File: config.mk
export PLATFORM = sky130hd
export DESIGN_NAME = dcache_mem_arbiter
export DESIGN_NICKNAME = d
export VERILOG_FILES = /design/src/rtl/dcache_mem_arbiter.sv
export SDC_FILE = /design/constraint.sdc
export NUM_CORES = 1
export LEC_CHECK = 0
export ABC_AREA = 1
export BUFFER_PORTS_ARGS = -buffer_cell sky130_fd_sc_hd__buf_2
export CAP_MARGIN = 40
export CORE_AREA = 5 5 533 535
export CTS_CLUSTER_DIAMETER = 80
export DETAILED_ROUTE_END_ITERATION = 6
export DIE_AREA = 0 0 538 540
export PLACE_DENSITY = 0.34
export RECOVER_POWER = 25
export SLEW_MARGIN = 15
export SYNTH_ARGS = -nofsm -noshare
export SYNTH_HDL_FRONTEND = slang
export SYNTH_SLANG_ARGS = --single-unit
File: constraint.sdc
create_clock -name clk_i -period 3.5 [get_ports clk_i]
set_input_delay 0.7 -clock clk_i [delete_from_list [all_inputs] [get_ports clk_i]]
set_output_delay 0.7 -clock clk_i [all_outputs]
set_load 0.1 [all_outputs]
File: src/rtl/dcache_mem_arbiter.sv
// rtl/dcache_mem_arbiter.sv - round-robin arbiter sharing one cache-line memory port between two requesters
module dcache_mem_arbiter #(
    parameter int ADDR_W = 32,
    parameter int DATA_W = 256
) (
    input  logic              clk_i,
    input  logic              rst_i,
    input  logic              c0_enable_i,
    input  logic              c0_write_i,
    input  logic [ADDR_W-1:0] c0_addr_i,
    input  logic [DATA_W-1:0] c0_data_i,
    output logic              c0_ack_o,
    input  logic              c1_enable_i,
    input  logic              c1_write_i,
    input  logic [ADDR_W-1:0] c1_addr_i,
    input  logic [DATA_W-1:0] c1_data_i,
    output logic              c1_ack_o,
    output logic [DATA_W-1:0] rd_data_o,
    output logic              mem_enable_o,
    output logic              mem_write_o,
    output logic [ADDR_W-1:0] mem_addr_o,
    output logic [DATA_W-1:0] mem_data_o,
    input  logic              mem_ack_i,
    input  logic [DATA_W-1:0] mem_data_i
);

    typedef enum logic [1:0] {
        IDLE = 2'd0,
        BUSY = 2'd1,
        COOL = 2'd2
    } state_t;

    state_t state;
    state_t next_state;
    logic   grant;
    logic   last_grant;
    logic   winner;
    logic   any_req;

    // Fill data goes to both ports; each port qualifies it with its own ack.
    assign rd_data_o = mem_data_i;

    // Winner selection: a lone requester wins, a tie goes to the port not served last.
    always_comb begin
        any_req = c0_enable_i | c1_enable_i;
        winner  = 1'b0;
        if (c0_enable_i && c1_enable_i) begin
            winner = ~last_grant;
        end else if (c1_enable_i) begin
            winner = 1'b1;
        end
    end

    // Next-state and ack routing; acks pass straight through from memory while busy.
    always_comb begin
        next_state = state;
        c0_ack_o   = 1'b0;
        c1_ack_o   = 1'b0;
        case (state)
            IDLE: begin
                if (any_req) begin
                    next_state = BUSY;
                end
            end
            BUSY: begin
                if (mem_ack_i) begin
                    c0_ack_o   = ~grant;
                    c1_ack_o   = grant;
                    next_state = COOL;
                end
            end
            COOL: begin
                next_state = IDLE;
            end
            default: begin
                next_state = IDLE;
            end
        endcase
    end

    // State register.
    always_ff @(posedge clk_i or negedge rst_i) begin
        if (!rst_i) begin
            state <= IDLE;
        end else begin
            state <= next_state;
        end
    end

    // Memory-side registers: latched once at grant so they stay stable for the whole transaction.
    always_ff @(posedge clk_i or negedge rst_i) begin
        if (!rst_i) begin
            grant        <= 1'b0;
            last_grant   <= 1'b1;
            mem_enable_o <= 1'b0;
            mem_write_o  <= 1'b0;
            mem_addr_o   <= '0;
            mem_data_o   <= '0;
        end else if (state == IDLE && any_req) begin
            grant        <= winner;
            mem_enable_o <= 1'b1;
            mem_write_o  <= winner ? c1_write_i : c0_write_i;
            mem_addr_o   <= winner ? c1_addr_i  : c0_addr_i;
            mem_data_o   <= winner ? c1_data_i  : c0_data_i;
        end else if (state == BUSY && mem_ack_i) begin
            mem_enable_o <= 1'b0;
            mem_write_o  <= 1'b0;
            last_grant   <= grant;
        end
    end

endmodule

==> results of run 1 <==
final timing paths:
check / from / endpoint / slack [ns]
setup / recovery: state[1]$_DFFE_PN0P_ / c0_ack_o / 0.67
hold / removal: mem_ack_i / state[0]$_DFFE_PN0P_ / 0.26
setup reg to reg: state[0]$_DFFE_PN0P_ / mem_data_o[29]$_DFFE_PN0N_ / 0.90
hold reg to reg: mem_enable_o$_DFFE_PN0P_ / mem_enable_o$_DFFE_PN0P_ / 0.47
max in group asynchronous: rst_i / mem_addr_o[0]$_DFFE_PN0N_ / 0.87
min in group asynchronous: rst_i / mem_addr_o[17]$_DFFE_PN0N_ / 1.15
cells in the final DEF, fill, tap and decap left out, types with 2 or more instances in the layout:
master,count
buf_12,17
buf_2,872
buf_4,17
clkbuf_1,17
clkbuf_16,50
clkbuf_2,2
clkbuf_8,11
clkinv_2,8
clkinvlp_4,4
dfrtp_1,293
diode_2,10
inv_1,582
inv_6,4
nand2_1,871
nand2_4,2
nand3_1,580
nor2_1,4
o21ai_0,3
per-stage QoR:
step           instances    util  hold WS (ns)  setup slack (ns)
6_report            7079  0.0969         0.258             0.671
4_1_cts             7069  0.0970         0.142             0.537
5_1_grt             7078  0.0969         0.198             0.429
2_1_floorplan       2753       -         0.404             0.649
3_5_place_dp        6977  0.0912         0.460             0.789
3_3_place_gp        6977  0.0912         0.458             0.811
routing by layer:
| metal | share of wire | up-vias | routed length [um] |
|---|---|---|---|
| met5 | 0.0012 | - | 175 |
| met4 | 0.055 | 4 | 7770 |
| met3 | 0.19 | 332 | 26200 |
| met2 | 0.41 | 994 | 57600 |
| met1 | 0.35 | 8939 | 48600 |
| li1 | - | 9055 | - |
final cells by class:
| type | instances | area (um2) | area share |
|---|---|---|---|
| diodes | 10 | 25.0 | 0.000928 |
| clock buffers | 72 | 1440 | 0.0535 |
| multi-input cells | 1462 | 6240 | 0.231 |
| inverters | 582 | 2180 | 0.0810 |
| well taps | 3724 | 4660 | 0.173 |
| flip-flops and latches | 294 | 7360 | 0.273 |
| clock inverters | 19 | 171 | 0.00635 |
| repair buffers | 916 | 4890 | 0.181 |
sequential cells by signal (all words and copies together), names as in the netlist:
register,flops
mem_addr_o,32
state,2
mem_write_o,1
mem_enable_o,1
mem_data_o,256
last_grant,1
grant,1
report_power, final:
part | internal [mW] | switching [mW] | total (mW)
combinational | 2.85 | 19.1 | 22.0
clock | 2.94 | 2.07 | 5.01
sequential | 5.14 | 1.04 | 6.18
cell families after synthesis:
family | synth area share
buffers and inverters | 0.262
AND/OR/NAND/NOR | 0.337
flip-flops | 0.400
AO/OA/AOI/OAI | 0.00143
worst max-delay path, cell delays in order, from the launching register on:
cell and delay [ns]:
dfrtp_1 0.39, inv_1 0.07, nand3_1 0.24, nor2_1 0.29, buf_2 0.48
cells in the mapped netlist:
master    count
buf_1        17
buf_2        91
buf_4       258
clkbuf_1     49
dfrtp_1     293
dfstp_2       1
inv_1       582
nand2_1     873
nand3_1     580
nor2_1        4
nor2_4        1
o21ai_0       2
o21ai_2       1
o31ai_1       1
==> summary.txt, run 1 <==
Placement
  • Cell Area, Placed: 25400 um2
  • Count of input and output buffers: 874
  • Placed wire-length estimate after detailed placement: ~120000 um
  • RePlAce Congestion: 0.842

Timing
  • Worst Tran Pin Value: approximately 2.1 ns
  • Post-layout minimum cycle time: 2.83 ns
  • Fmax: around 350 MHz
  • Slew HR: -0.397
  • Final TNS setup: 0 ns
  • Period utilization: 0.808
  • Hold Fails Final Rpt: 0
  • Slew Limit Fails: around 130
  • Final setup viols: 0
  • Post-Route Skew: 0.0337 ns
  • RSZ-0062 raised after global routing: no

Critical path
  • CP startpoint kind: flop
  • Critical path arrival: 2.13 ns
  • Cells on worst reg2reg path: 5
  • CP Class: flop to output pin
  • Critical Path Fanout Max: 7
  • CP required: 2.80 ns
  • CP endpoint kind: output pin

Route
  • Drt total wl: approximately 140000 um
  • DR DRC count: 0
  • DRT antenna net count: 0
  • Detailed-route via count: between 15000 and 20000
  • DR WL/cell: 19.8 um
  • DR vias/cell: between 2 and 3
  • DRT iter0 DRCs: roughly 920
  • Number of iterations in the first detailed-routing pass: 5

Floorplan
  • Die Ht: 540 um
  • Core Area: 278000 um2
  • Die Area: slightly below 300000 um2
  • Die width: 538 um
  • Core Rows: between 150 and 200
  • Initial Util: 0.0661
  • # IOs: roughly 1400

Global routing
  • Largest net degree at the start of global routing: between 100 and 150
  • Routing usage on met2: 0.136
  • Global-route usage over all layers: 0.0921
  • First-pass GRT wire length: 182000 um
  • Met3 usage in global routing: 0.0734
  • Antenna violations before repair: 22
  • Busiest grt layer: met2
  • Met1 Use GR: 0.0924
  • Vias in the first global route: approximately 21000
  • Grt total ovfl: 0

Clock tree
  • CTS tree: done
  • Clock buffer depth: 3
  • CTS Buf Count: 49
  • Clock root buffer: clkbuf_16
  • Worst skew pair latency: 0.68 ns
  • Hold buffers post-CTS: 1
  • Clock-pin transition on the worst setup and hold timing paths: 0.06 ns
  • Number of H-tree levels: 2
  • Cts repair resizes: 0
  • CTS Sinks: 294
  • Post-CTS Setup Repair Bufs: 0

Synth
  • Sequential fraction of the synthesis area: 0.400
  • Syn Area/Cell: between 6 and 7 um2
  • Yosys cell types: 14
  • Largest area contributor in the netlist: dfrtp_1
  • Synthesized flop and latch total: 294
  • Synth warn: 0
  • Synth top area cells: dfrtp_1 40%, nand2_1 18%, nand3_1 16%
  • Mapped Cells: approximately 2800
  • Post-synth top area share: 0.398
  • Synthesized Nets: 3592
  • Syn Std Cell Area: 18400 um2

Run status
  • Failing checks: capacitance limit, slew limit
  • Status: finished, violations left

Final layout
  • Share of cells above drive strength 1: 0.297
  • Post-layout instance area: 27000 um2
  • # fillers: between 30000 and 40000
  • # nets final: between 4000 and 5000
  • P&R area growth vs syn: 46.5%

Worst hold path
  • Min-Delay Path Class: primary input to flop
  • Hold depth: 2

Power
  • Power, Total: 33.2 mW
  • VDD IR max: 0.713 mV
  • PD cells: approximately 1200 nW/um2
  • Leak: 15.0 nW

Flow run
  • Max cap viols: 2
Note: power is estimated with default switching activity, not from simulation.
==> inputs of run 2 (changes only) <==
--- a/config.mk
+++ b/config.mk
@@ -8,10 +8,10 @@
 export ABC_AREA = 1
 export BUFFER_PORTS_ARGS = -buffer_cell sky130_fd_sc_hd__buf_2
 export CAP_MARGIN = 40
-export CORE_AREA = 5 5 533 535
+export CORE_AREA = 5 5 536 538
 export CTS_CLUSTER_DIAMETER = 80
 export DETAILED_ROUTE_END_ITERATION = 6
-export DIE_AREA = 0 0 538 540
+export DIE_AREA = 0 0 541 543
 export PLACE_DENSITY = 0.34
 export RECOVER_POWER = 25
 export SLEW_MARGIN = 15
==> constraint.sdc (replaced) <==
create_clock -name clk_i -period 2.8 [get_ports clk_i]
set_input_delay 0.56 -clock clk_i [delete_from_list [all_inputs] [get_ports clk_i]]
set_output_delay 0.56 -clock clk_i [all_outputs]
set_load 0.1 [all_outputs]
==> summary.txt, run 2 (synthesized netlist as in run 1, its figures left out) <==
Floorplan
  • Initial Util: 0.0654
  • Core Area: 282000 um2
  • Die width: ~540 um
  • # IOs: 1387
  • Die Area: 294000 um2
  • Die Ht: 543 um
  • Core Rows: 195

Route
  • Detailed-route via count: about 20000
  • DR vias/cell: 2.75
  • DR WL/cell: 20.0 um
  • Number of iterations in the first detailed-routing pass: 5
  • Drt total wl: about 140000 um
  • DRT antenna net count: 0
  • DR DRC count: 0
  • DRT iter0 DRCs: 935

Global routing
  • Grt total ovfl: 0
  • Vias in the first global route: 20300
  • First-pass GRT wire length: 184000 um
  • Global-route usage over all layers: 0.0924
  • Antenna violations before repair: 31
  • Largest net degree at the start of global routing: about 130

Clock tree
  • Clock-pin transition on the worst setup and hold timing paths: about 0.05 ns
  • CTS Buf Count: ~50
  • CTS tree: done
  • Number of H-tree levels: 2
  • Clock buffer depth: 3
  • CTS Sinks: 294
  • Clock root buffer: clkbuf_16
  • Worst skew pair latency: 0.66 ns
  • Post-CTS Setup Repair Bufs: 0

Placement
  • Placed wire-length estimate after detailed placement: 120000 um
  • RePlAce Congestion: 0.834
  • Pre-CTS setup slack: between 0.5 and 0.6 ns
  • Placed Cells incl. Taps: 7011
  • Count of input and output buffers: 874

Critical path
  • Worst R2R Setup Slack: between 0.8 and 0.9 ns
  • Max stage delay on crit path: 0.38 ns
  • Slowest CP cell: dfrtp_1
  • Critical path arrival: 1.98 ns
  • Worst R2R Start: last_grant$_DFFE_PN1P_
  • Critical path, cell by cell: inv_1 > nand3_1 > nor2_1 > buf_4
  • CP required: 2.24 ns
  • Worst R2R End: mem_data_o[109]$_DFFE_PN0N_
  • Critical Path Fanout Max: 7
  • CP endpoint kind: output pin
  • CP Class: flop to output pin
  • CP startpoint kind: flop
  • Cells on worst reg2reg path: 7

Timing
  • Final TNS setup: 0 ns
  • Fmax: 393 MHz
  • Worst Tran Pin Value: around 1.7 ns
  • Period utilization: 0.908
  • Hold Fails Final Rpt: 0
  • Final WS setup: 0.257 ns
  • RSZ-0062 raised after global routing: no
  • Final setup viols: 0
  • Slew Limit Fails: 41
  • Slew HR: -0.160
  • Post-Route Skew: 0.0155 ns
  • Post-layout minimum cycle time: 2.54 ns

Final layout
  • Max FFs per register: ~260
  • Share of cells above drive strength 1: 0.301
  • Top flop regs: mem_data_o: 256 flops, mem_addr_o: 32 flops, state: 2 flops
  • Util after Layout: 0.0970
  • Non-Filler Instances: 7106
  • # nets final: 4159
  • Most flops, register: mem_data_o
  • Commonest non-fill, non-tap cell in the layout: nand2_1
  • P&R area growth vs syn: 48.4%
  • Commonest cells after routing, fill and taps aside: 871 x nand2_1, 870 x buf_2, 582 x inv_1

Power
  • Switching share of power: 0.661
  • P_sw: approximately 28 mW
  • Combinational Power Share: 0.654
  • Internal: 14.3 mW
  • Leak: 15.1 nW
  • VDD IR max: roughly 0.67 mV
  • Reg power frac: 0.187
  • Clk pwr share: 0.159
  • PD cells: 1540 nW/um2

Worst hold path
  • Hold depth: 2
  • Critical hold path startpoint: mem_ack_i
  • Hold endpoint: state[0]$_DFFE_PN0P_
  • Min-Delay Path Class: primary input to flop

Flow run
  • Max cap viols: 1

Run status
  • Status: finished, violations left
  • Failing checks: capacitance limit, slew limit
## run 2: area by class of cell
class	instances	area, um2
inverters	582	2180
multi-input cells	1462	6250
fillers	33400	254000
repair buffers	931	5120
clock buffers	67	1370
flip-flops and latches	294	7360
diodes	7	17.5
clock inverters	20	332
well taps	3743	4680
## run 2: power groups by stage
| stage | Clock (mW) | Sequential, mW | Combinational (mW) |
|---|---|---|---|
| floorplan | 0 | 22.8 | 6.19 |
| global placement | 0 | 7.99 | 28.3 |
| detailed placement | 0 | 7.97 | 28.3 |
| CTS | 7.13 | 7.98 | 28.4 |
| global route | 7.21 | 8.18 | 29.5 |
| finish | 6.71 | 7.87 | 27.6 |
## run 2: timing repair
action,4_1_cts,5_1_grt
endpoints found under the setup margin,2,0
resized for setup,2,0
hold buffers,1,0
hold endpoints to repair,35,0
## run 2: critical path: cells and delay by family, from the launching register on
kind                   cells  cell delay, ns
buffers and inverters      2            0.40
AND/OR/NAND/NOR            2            0.53
flip-flops                 1            0.38
## run 2: worst max-delay path by stage
stage                    startpoint  endpoint  slack, ns
2_1_floorplan             mem_ack_i  c0_ack_o       0.23
3_3_place_gp              mem_ack_i  c0_ack_o       0.50
3_5_place_dp              mem_ack_i  c0_ack_o       0.52
4_1_cts        state[1]$_DFFE_PN0P_  c0_ack_o        0.1
5_1_grt        state[1]$_DFFE_PN0P_  c0_ack_o       0.08
6_report       state[1]$_DFFE_PN0P_  c1_ack_o       0.26
## run 2: metal layers
layer  part of all wire  global-route usage  vias up
met4              0.054              0.0493        2
met2               0.42               0.138      966
met1               0.34              0.0906     9194
met3               0.18              0.0746      315
li1                   -                   -     9078
met5            0.00014                   0        -
## run 2: metrics by stage
stage | instance area, um2 | power (mW) | hold slack (ns)
6_report | 27300 | 42.1 | 0.122
5_1_grt | 27300 | 44.9 | 0.0499
4_1_cts | 27300 | 43.5 | 0.000275
3_5_place_dp | 25600 | 36.3 | 0.459
3_3_place_gp | 25600 | 36.3 | 0.454
2_1_floorplan | 18400 | 29.0 | 0.264
